File: src/rtl/multi_channel_event_counter.sv
// Multi-channel edge counter with per-channel compare/auto-reload, overflow
// detection and a level IRQ, exposed as an Avalon-MM slave with read latency 1.
module multi_channel_event_counter #(
  parameter int unsigned NUM_CH      = 4,
  parameter int unsigned CNT_W       = 32,
  parameter int unsigned SYNC_STAGES = 2
) (
  input  logic                        clk,
  input  logic                        reset_n,
  input  logic [$clog2(NUM_CH)+1:0]   avs_address,
  input  logic                        avs_read,
  input  logic                        avs_write,
  input  logic [31:0]                 avs_writedata,
  output logic [31:0]                 avs_readdata,
  input  logic [NUM_CH-1:0]           counter_in,
  output logic                        irq
);

  localparam int unsigned CTRL_W = 5;
  localparam logic [1:0] REG_COUNT   = 2'd0;
  localparam logic [1:0] REG_COMPARE = 2'd1;
  localparam logic [1:0] REG_CTRL    = 2'd2;
  localparam logic [1:0] REG_STATUS  = 2'd3;

  logic [SYNC_STAGES-1:0] sync_q [NUM_CH];
  logic [SYNC_STAGES-1:0] sync_d [NUM_CH];
  logic [NUM_CH-1:0]      hist_q, hist_d;
  logic [NUM_CH-1:0]      rise_q, rise_d;
  logic [NUM_CH-1:0]      fall_q, fall_d;
  logic [CNT_W-1:0]       cnt_q  [NUM_CH];
  logic [CNT_W-1:0]       cnt_d  [NUM_CH];
  logic [CNT_W-1:0]       cmp_q  [NUM_CH];
  logic [CNT_W-1:0]       cmp_d  [NUM_CH];
  logic [CTRL_W-1:0]      ctrl_q [NUM_CH];
  logic [CTRL_W-1:0]      ctrl_d [NUM_CH];
  logic [1:0]             sts_q  [NUM_CH];
  logic [1:0]             sts_d  [NUM_CH];
  logic [31:0]            rdata_q, rdata_d;
  logic                   irq_q, irq_d;

  logic [31:0]            addr_ch_c;
  logic [1:0]             addr_reg_c;
  logic [CNT_W-1:0]       inc_c  [NUM_CH];
  logic [NUM_CH-1:0]      evt_c, hit_c, cnt_wr_c, match_c, ovf_c;
  logic [1:0]             set_c  [NUM_CH];
  logic [1:0]             w1c_c  [NUM_CH];
  logic                   unused_wdata;

  assign addr_ch_c    = 32'(avs_address >> 2);
  assign addr_reg_c   = avs_address[1:0];
  assign unused_wdata = ^avs_writedata;

  // Input pipeline, per-channel counter/status update, register reads and IRQ
  always_comb begin
    rdata_d = avs_read ? 32'd0 : rdata_q;
    irq_d   = 1'b0;
    for (int i = 0; i < NUM_CH; i++) begin
      sync_d[i] = {sync_q[i][SYNC_STAGES-2:0], counter_in[i]};
      hist_d[i] = sync_q[i][SYNC_STAGES-1];
      rise_d[i] = sync_q[i][SYNC_STAGES-1] & ~hist_q[i];
      fall_d[i] = ~sync_q[i][SYNC_STAGES-1] & hist_q[i];
      cnt_d[i]  = cnt_q[i];
      cmp_d[i]  = cmp_q[i];
      ctrl_d[i] = ctrl_q[i];

      hit_c[i]    = (addr_ch_c == 32'(i));
      cnt_wr_c[i] = avs_write && hit_c[i] && (addr_reg_c == REG_COUNT);
      evt_c[i]    = ctrl_q[i][0] && (ctrl_q[i][1] ? fall_q[i] : rise_q[i]);
      inc_c[i]    = cnt_q[i] + CNT_W'(1);
      match_c[i]  = evt_c[i] && (cmp_q[i] != '0) && (inc_c[i] == cmp_q[i]);
      ovf_c[i]    = evt_c[i] && (cnt_q[i] == '1);

      // A software COUNT clear discards any event landing in the same cycle
      set_c[i] = cnt_wr_c[i] ? 2'b00 : {ovf_c[i], match_c[i]};
      if (cnt_wr_c[i]) begin
        cnt_d[i] = '0;
      end else if (evt_c[i]) begin
        cnt_d[i] = (match_c[i] && ctrl_q[i][4]) ? '0 : inc_c[i];
      end

      if (avs_write && hit_c[i] && (addr_reg_c == REG_COMPARE)) begin
        cmp_d[i] = avs_writedata[CNT_W-1:0];
      end
      if (avs_write && hit_c[i] && (addr_reg_c == REG_CTRL)) begin
        ctrl_d[i] = avs_writedata[CTRL_W-1:0];
      end
      w1c_c[i] = (avs_write && hit_c[i] && (addr_reg_c == REG_STATUS)) ?
                 avs_writedata[1:0] : 2'b00;
      sts_d[i] = (sts_q[i] & ~w1c_c[i]) | set_c[i];

      irq_d = irq_d | (|(sts_q[i] & {ctrl_q[i][3], ctrl_q[i][2]}));

      if (avs_read && hit_c[i]) begin
        case (addr_reg_c)
          REG_COUNT:   rdata_d = 32'(cnt_q[i]);
          REG_COMPARE: rdata_d = 32'(cmp_q[i]);
          REG_CTRL:    rdata_d = 32'(ctrl_q[i]);
          default:     rdata_d = 32'(sts_q[i]);
        endcase
      end
    end
  end

  always_ff @(posedge clk or negedge reset_n) begin
    if (!reset_n) begin
      for (int i = 0; i < NUM_CH; i++) begin
        sync_q[i] <= '0;
        cnt_q[i]  <= '0;
        cmp_q[i]  <= '0;
        ctrl_q[i] <= '0;
        sts_q[i]  <= '0;
      end
      hist_q  <= '0;
      rise_q  <= '0;
      fall_q  <= '0;
      rdata_q <= '0;
      irq_q   <= 1'b0;
    end else begin
      for (int i = 0; i < NUM_CH; i++) begin
        sync_q[i] <= sync_d[i];
        cnt_q[i]  <= cnt_d[i];
        cmp_q[i]  <= cmp_d[i];
        ctrl_q[i] <= ctrl_d[i];
        sts_q[i]  <= sts_d[i];
      end
      hist_q  <= hist_d;
      rise_q  <= rise_d;
      fall_q  <= fall_d;
      rdata_q <= rdata_d;
      irq_q   <= irq_d;
    end
  end

  assign avs_readdata = rdata_q;
  assign irq          = irq_q;

endmodule

File: config.mk
export PLATFORM = sky130hd
export DESIGN_NAME = multi_channel_event_counter
export DESIGN_NICKNAME = d
export VERILOG_FILES = /design/src/rtl/multi_channel_event_counter.sv
export SDC_FILE = /design/constraint.sdc
export NUM_CORES = 1
export LEC_CHECK = 0
export CORE_ASPECT_RATIO = 0.8
export CORE_UTILIZATION = 60
export DETAILED_ROUTE_END_ITERATION = 12
export PLACE_DENSITY = 0.88
export SLEW_MARGIN = 20
export SYNTH_ARGS = -nofsm -noshare
export SYNTH_HDL_FRONTEND = slang
export SYNTH_SLANG_ARGS = --single-unit
File: constraint.sdc
create_clock -name clk -period 4.46 [get_ports clk]
set_input_delay 0.892 -clock clk [delete_from_list [all_inputs] [get_ports clk]]
set_output_delay 0.892 -clock clk [all_outputs]
set_load 0.005 [all_outputs]
* After elaboration in Yosys (flattened, before gate mapping)
Cells that the tools add are included.
Cells by class: add/sub/neg operators 4, multipliers 0, div/mod/pow operators 0, $lt $le $gt $ge 0, eq/ne operators 14, shift-type cells 0, multiplexer cells 33, bitwise gates (word level) 35, reductions and logical operators 59
Operators with widths (count):
- $mux W32 | 17
- $pmux W32 S3 | 4
- $add A32 B1 Y32 const B | 4
- $eq A32 B32 Y1 | 4
- $eq A32 B32 Y1 const B | 4
- $reduce_bool A32 Y1 | 4
- $logic_and A1 B1 Y1 | 44
- $logic_not A32 Y1 | 1
- $and A2 B2 Y2 | 8
- $mux W2 | 8
- $and A1 B1 Y1 | 8
- $eq A2 B2 Y1 const B | 4
- $not A1 Y1 | 8
- $not A2 Y2 | 4
- $or A2 B2 Y2 | 4
- $reduce_bool A2 Y1 | 4
- $reduce_or A2 Y1 | 4
- $reduce_bool A5 Y1 | 1
- $eq A2 B1 Y1 const B | 2
- $mux W1 | 4
- $or A1 B1 Y1 | 3
- $logic_not A2 Y1 | 1
Word-level totals: bits in registers 337, bits in latches 0, RAM bits 0, ROM bits 0, input bits 44, output and inout port bits 33, word-level logic and storage cells 170, memories kept 0

* Depth between registers and ports, before layout
depth after elaboration 8, mapped depth 13, depth with buffers taken out 10

* Least setup slack after synthesis
No wires, ideal clock.
path kind input to register, from input port avs_address[0], to register rdata_q[12], in the netlist avs_readdata[12], setup time 0.134 ns, arrival 3.393 ns, data required time 4.326 ns, setup slack 0.933 ns, cell stages on the path 9, buffers on the path 5, cell sequence clkbuf_1 buf_1 buf_1 clkbuf_1 buf_1 mux2i_1 o221ai_1 nand3_1 o21ai_0
On the way: cells in the longest elaborated chain, start to end 6, elaborated cells between the ends (all ways) 11, classes of those cells eq/ne: 2; mux: 8; reduce/logical: 1
Ends and longest elaborated chain:
- start, declared | RTL line 10 | input logic [$clog2(NUM_CH)+1:0] avs_address,
- $eq A2 B2 Y1 (tied with other cells) | RTL line 94 | case (addr_reg_c)
- $pmux W32 S3 | RTL line 94
- $mux W32 (3 in a row) | RTL line 93 | if (avs_read && hit_c[i]) begin
- $mux W32 (*) | RTL line 93
- end signal, assigned | RTL line 129 | rdata_q <= rdata_d;
- end, declared | RTL line 38 | logic [31:0] rdata_q, rdata_d;
Mark *: on every way between the ends. The rest lies on a longest branch, timed or not. A chain may end at the register's enable or synchronous reset.

* Worst setup path after layout
from register cnt_q[96] (netlist bit), to register cnt_q[117] (netlist bit)
On the way: cells in the longest elaborated chain, start to end 7
Ends and longest elaborated chain:
- start, declared | RTL line 30 | logic [CNT_W-1:0] cnt_q [NUM_CH];
- start signal, assigned by index | RTL line 121 | cnt_q[i] <= cnt_d[i];
- $add A32 B1 Y32 (*) | RTL line 69 | inc_c[i] = cnt_q[i] + CNT_W'(1);
- $eq A32 B32 Y1 | RTL line 70 | match_c[i] = evt_c[i] && (cmp_q[i] != '0) && (inc_c[i] == cmp_q[i]);
- $logic_and A1 B1 Y1 | RTL line 70
- $logic_and A1 B1 Y1 | RTL line 78 | cnt_d[i] = (match_c[i] && ctrl_q[i][4]) ? '0 : inc_c[i];
- $mux W32 (*) | RTL line 78
- $mux W32 (*) | RTL line 77 | end else if (evt_c[i]) begin
- $mux W32 (*) | RTL line 75 | if (cnt_wr_c[i]) begin
Mark *: on every way between the ends. The rest lies on a longest branch, timed or not. The select of a mux whose other input is x is not followed.

==> qor.csv <==
metric,value,unit
status,finished clean,
Synth area leader,dfrtp_1,
CP max-delay cell,or4b_2,
starting density of the core,61.3,%
# Max-Cap Violations,0,
Synth Net Count,2503,
gr busiest metal,met1,
Sequential cell area,0.00843,sq mm
met2 Track Usage GR,58.4,%
synthesis-stage register bit count,337,
placed cells,2862,
switching power total,3.63,mW
Routed Antenna Nets,0,
IO Pins,77,
Ys Warns,0,
most frequent cells in the layout,"337 x dfrtp_1, 244 x nor2_1, 170 x nand2_1, 149 x xnor2_1, 146 x mux2_2",
H-tree depth,2,
reg-to-reg startpoint,cnt_q[96],
area growth from synthesis to layout,10.1,%
relative slew slack,26.5,%
Final Critical Period,4.07,ns
Synth area leaders,"dfrtp_1 38%, mux2_2 7.4%, mux2i_1 6.2%",
Min Hold Slack,0.317,ns
vias in the first global route,19300,
Core Area,0.0361,sq mm
dpl hpwl,57900,um
# setup viols final,0,
combinational power share,26.0,%
met3 global-route usage,8.67,%
post-route cell area,0.0244,sq mm
critical path startpoint category,flip-flop,
Clock transition at path regs,0.06,ns
GR Util All Layers,42.5,%
post-CTS setup buffer count,0,
Cell Int Power,6.59,mW
"Period Utilization, post-route",91.3,%
total chip power,10.2,mW
WS Path Type,reg -> reg,
CP endpoint kind,flip-flop,
root buffer cell,clkbuf_16,
pin count of the biggest net entering global routing,94,
footprint of the multi-input gates,0.0127,sq mm
crit-path max cell delay,0.69,ns
Yosys cell types,81,
Rows,62,
Worst path top cell family by delay,simple AND/OR/NAND/NOR gates,
post-synthesis instance total,2455,
total negative setup slack,0,ns
first-iteration detailed-routing DRC count,3378,
HP Class,in -> async,
CTS sink count,337,
"Max FO, Critical Path",36,
DP Area,0.0231,sq mm
number of port buffers,76,
required time of the critical path,4.87,ns
leak pwr,9.69,nW
share of the synthesized area in the top cell type,38.1,%
CTS tree,built,
worst path cell trace,ha_1 -> nand4_2 -> nor4_1 -> buf_4 -> and3_1 -> mux2i_1 -> or4b_2 -> nor4_1 -> nand4_1 -> buf_4 -> a31oi_1 -> a31oi_1,
Crit path buffers/inverters,2,
initial antenna violation count,3,
met1 Usage GRT,64.0,%
syn avg cell area,9.01,sq um
Post-Syn Area,0.0221,sq mm
Sw Share,35.5,%
"most common cell after layout, fill and taps aside",dfrtp_1,
remaining global-route overflow,0,
routed vias,20800,
WL per Instance,27.3,um
"EDFF count, synth",0,
Worst Tran Pin Value,1.10,ns
Clk network pwr share,31.2,%
pwr/cell area,420,mW/mm^2
fmax,246,MHz
post-route insts no fill,2930,
Max Buffers Root-to-Sink,3,
RSZ-0062 raised after global routing,no,
worst setup path startpoint,cnt_q[96],
DRT Pass-1 Iters,8,
# hold bufs at CTS,0,
share of flip-flops with an asynchronous set or reset,100,%
Worst Path Arrival,4.48,ns
chip height,174,um
Setup Skew,0.00953,ns
share of cells above drive strength 1,12.0,%
Worst VDD drop,0.368,mV
Die ar.,0.0376,sq mm
GP Congestion,1.07,
first-pass GRT wire length,122000,um
prevailing post-synth register cell,dfrtp_1,
sequential share of the synthesized area,38.1,%
CTS Buf Count,37,
max-slew violations,0,
DRC,0,
final hold violations,0,
fillers,2928,
WL final,80000,um
Die Wd,217,um
CTS resizes,0,
vias per cell,7.09,
Clock Latency Late Sink,0.55,ns
Flop pwr share,42.8,%
fin nets,2469,
==> cells by family (layout without fill, tap and decap cells) <==
group	after synthesis	count (layout)	share of synthesized area [%]
AND/OR/NAND/NOR	928	928	21.7
AO/OA/AOI/OAI	403	403	11.5
flip-flops	337	337	38.1
multiplexers	293	293	14.6
buffers and inverters	256	247	4.58
XOR/XNOR	234	234	9.26
adder cells (fa/ha/maj)	4	4	0.226
other	0	4	0
==> path summary, 6_finish.rpt <==
path / to / slack (ns) / depth (start not counted)
max reg2reg: cnt_q[117] / 0.39 / 12
min reg2reg: hist_d[0] / 0.35 / 0
max in group asynchronous: avs_readdata[21] / 3.18 / 2
max: cnt_q[117] / 0.39 / 12
min: cnt_q[78] / 0.32 / 1
min in group clk: hist_d[0] / 0.35 / 0
==> power groups by stage <==
stage / Sequential, mW / Combinational [mW] / Clock (mW)
floorplan: 3.98 / 1.90 / 0
global placement: 4.33 / 2.51 / 0
detailed placement: 4.37 / 2.56 / 0
CTS: 4.32 / 2.58 / 3.19
global route: 4.42 / 2.83 / 3.31
finish: 4.38 / 2.66 / 3.20
==> registers in the layout, indices dropped and copies added (netlist names) <==
name / count
avs_readdata: 32
cmp_q: 128
cnt_q: 128
ctrl_q: 20
fall_q: 4
hist_d: 4
hist_q: 4
irq: 1
rise_q: 4
sts_q: 8
sync_d: 4
==> through the flow <==
stage          utilization [%]  worst slack (ns)
6_report                  67.5             0.387
3_3_place_gp              64.1             0.564
3_5_place_dp              64.1             0.500
4_1_cts                   67.5             0.482
2_1_floorplan                -             0.933
5_1_grt                   67.5             0.194
==> layer usage <==
metal / wire [um] / vias to the layer above / share of wire, %
met2: 32800 / 1495 / 41
met4: 4190 / 4 / 5.2
met5: 25 / - / 0.031
li1: - / 8851 / -
met3: 10000 / 243 / 13
met1: 33000 / 10200 / 41
==> cells in the mapped netlist (23+ instances only) <==
master / number
xor2_1: 85
dfrtp_1: 337
nand2_1: 170
inv_1: 55
nand3_1: 111
nor4_1: 77
o22ai_1: 24
xnor2_1: 149
nand4_1: 95
nor3_1: 46
clkbuf_1: 147
mux2i_1: 137
o21ai_0: 105
buf_1: 23
nor2_1: 248
a21oi_1: 75
mux2_2: 146
a31oi_1: 84
and3_1: 34
==> final cells by class <==
class	instances	share of cell area [%]
multi-input cells	1862	52.1
flip-flops and latches	337	34.6
repair buffers	127	4.89
clock buffers	51	4.26
well taps	480	2.47
inverters	56	0.863
clock inverters	13	0.719
diodes	4	0.0411
No activity file was read; power rests on OpenSTA's default activity.
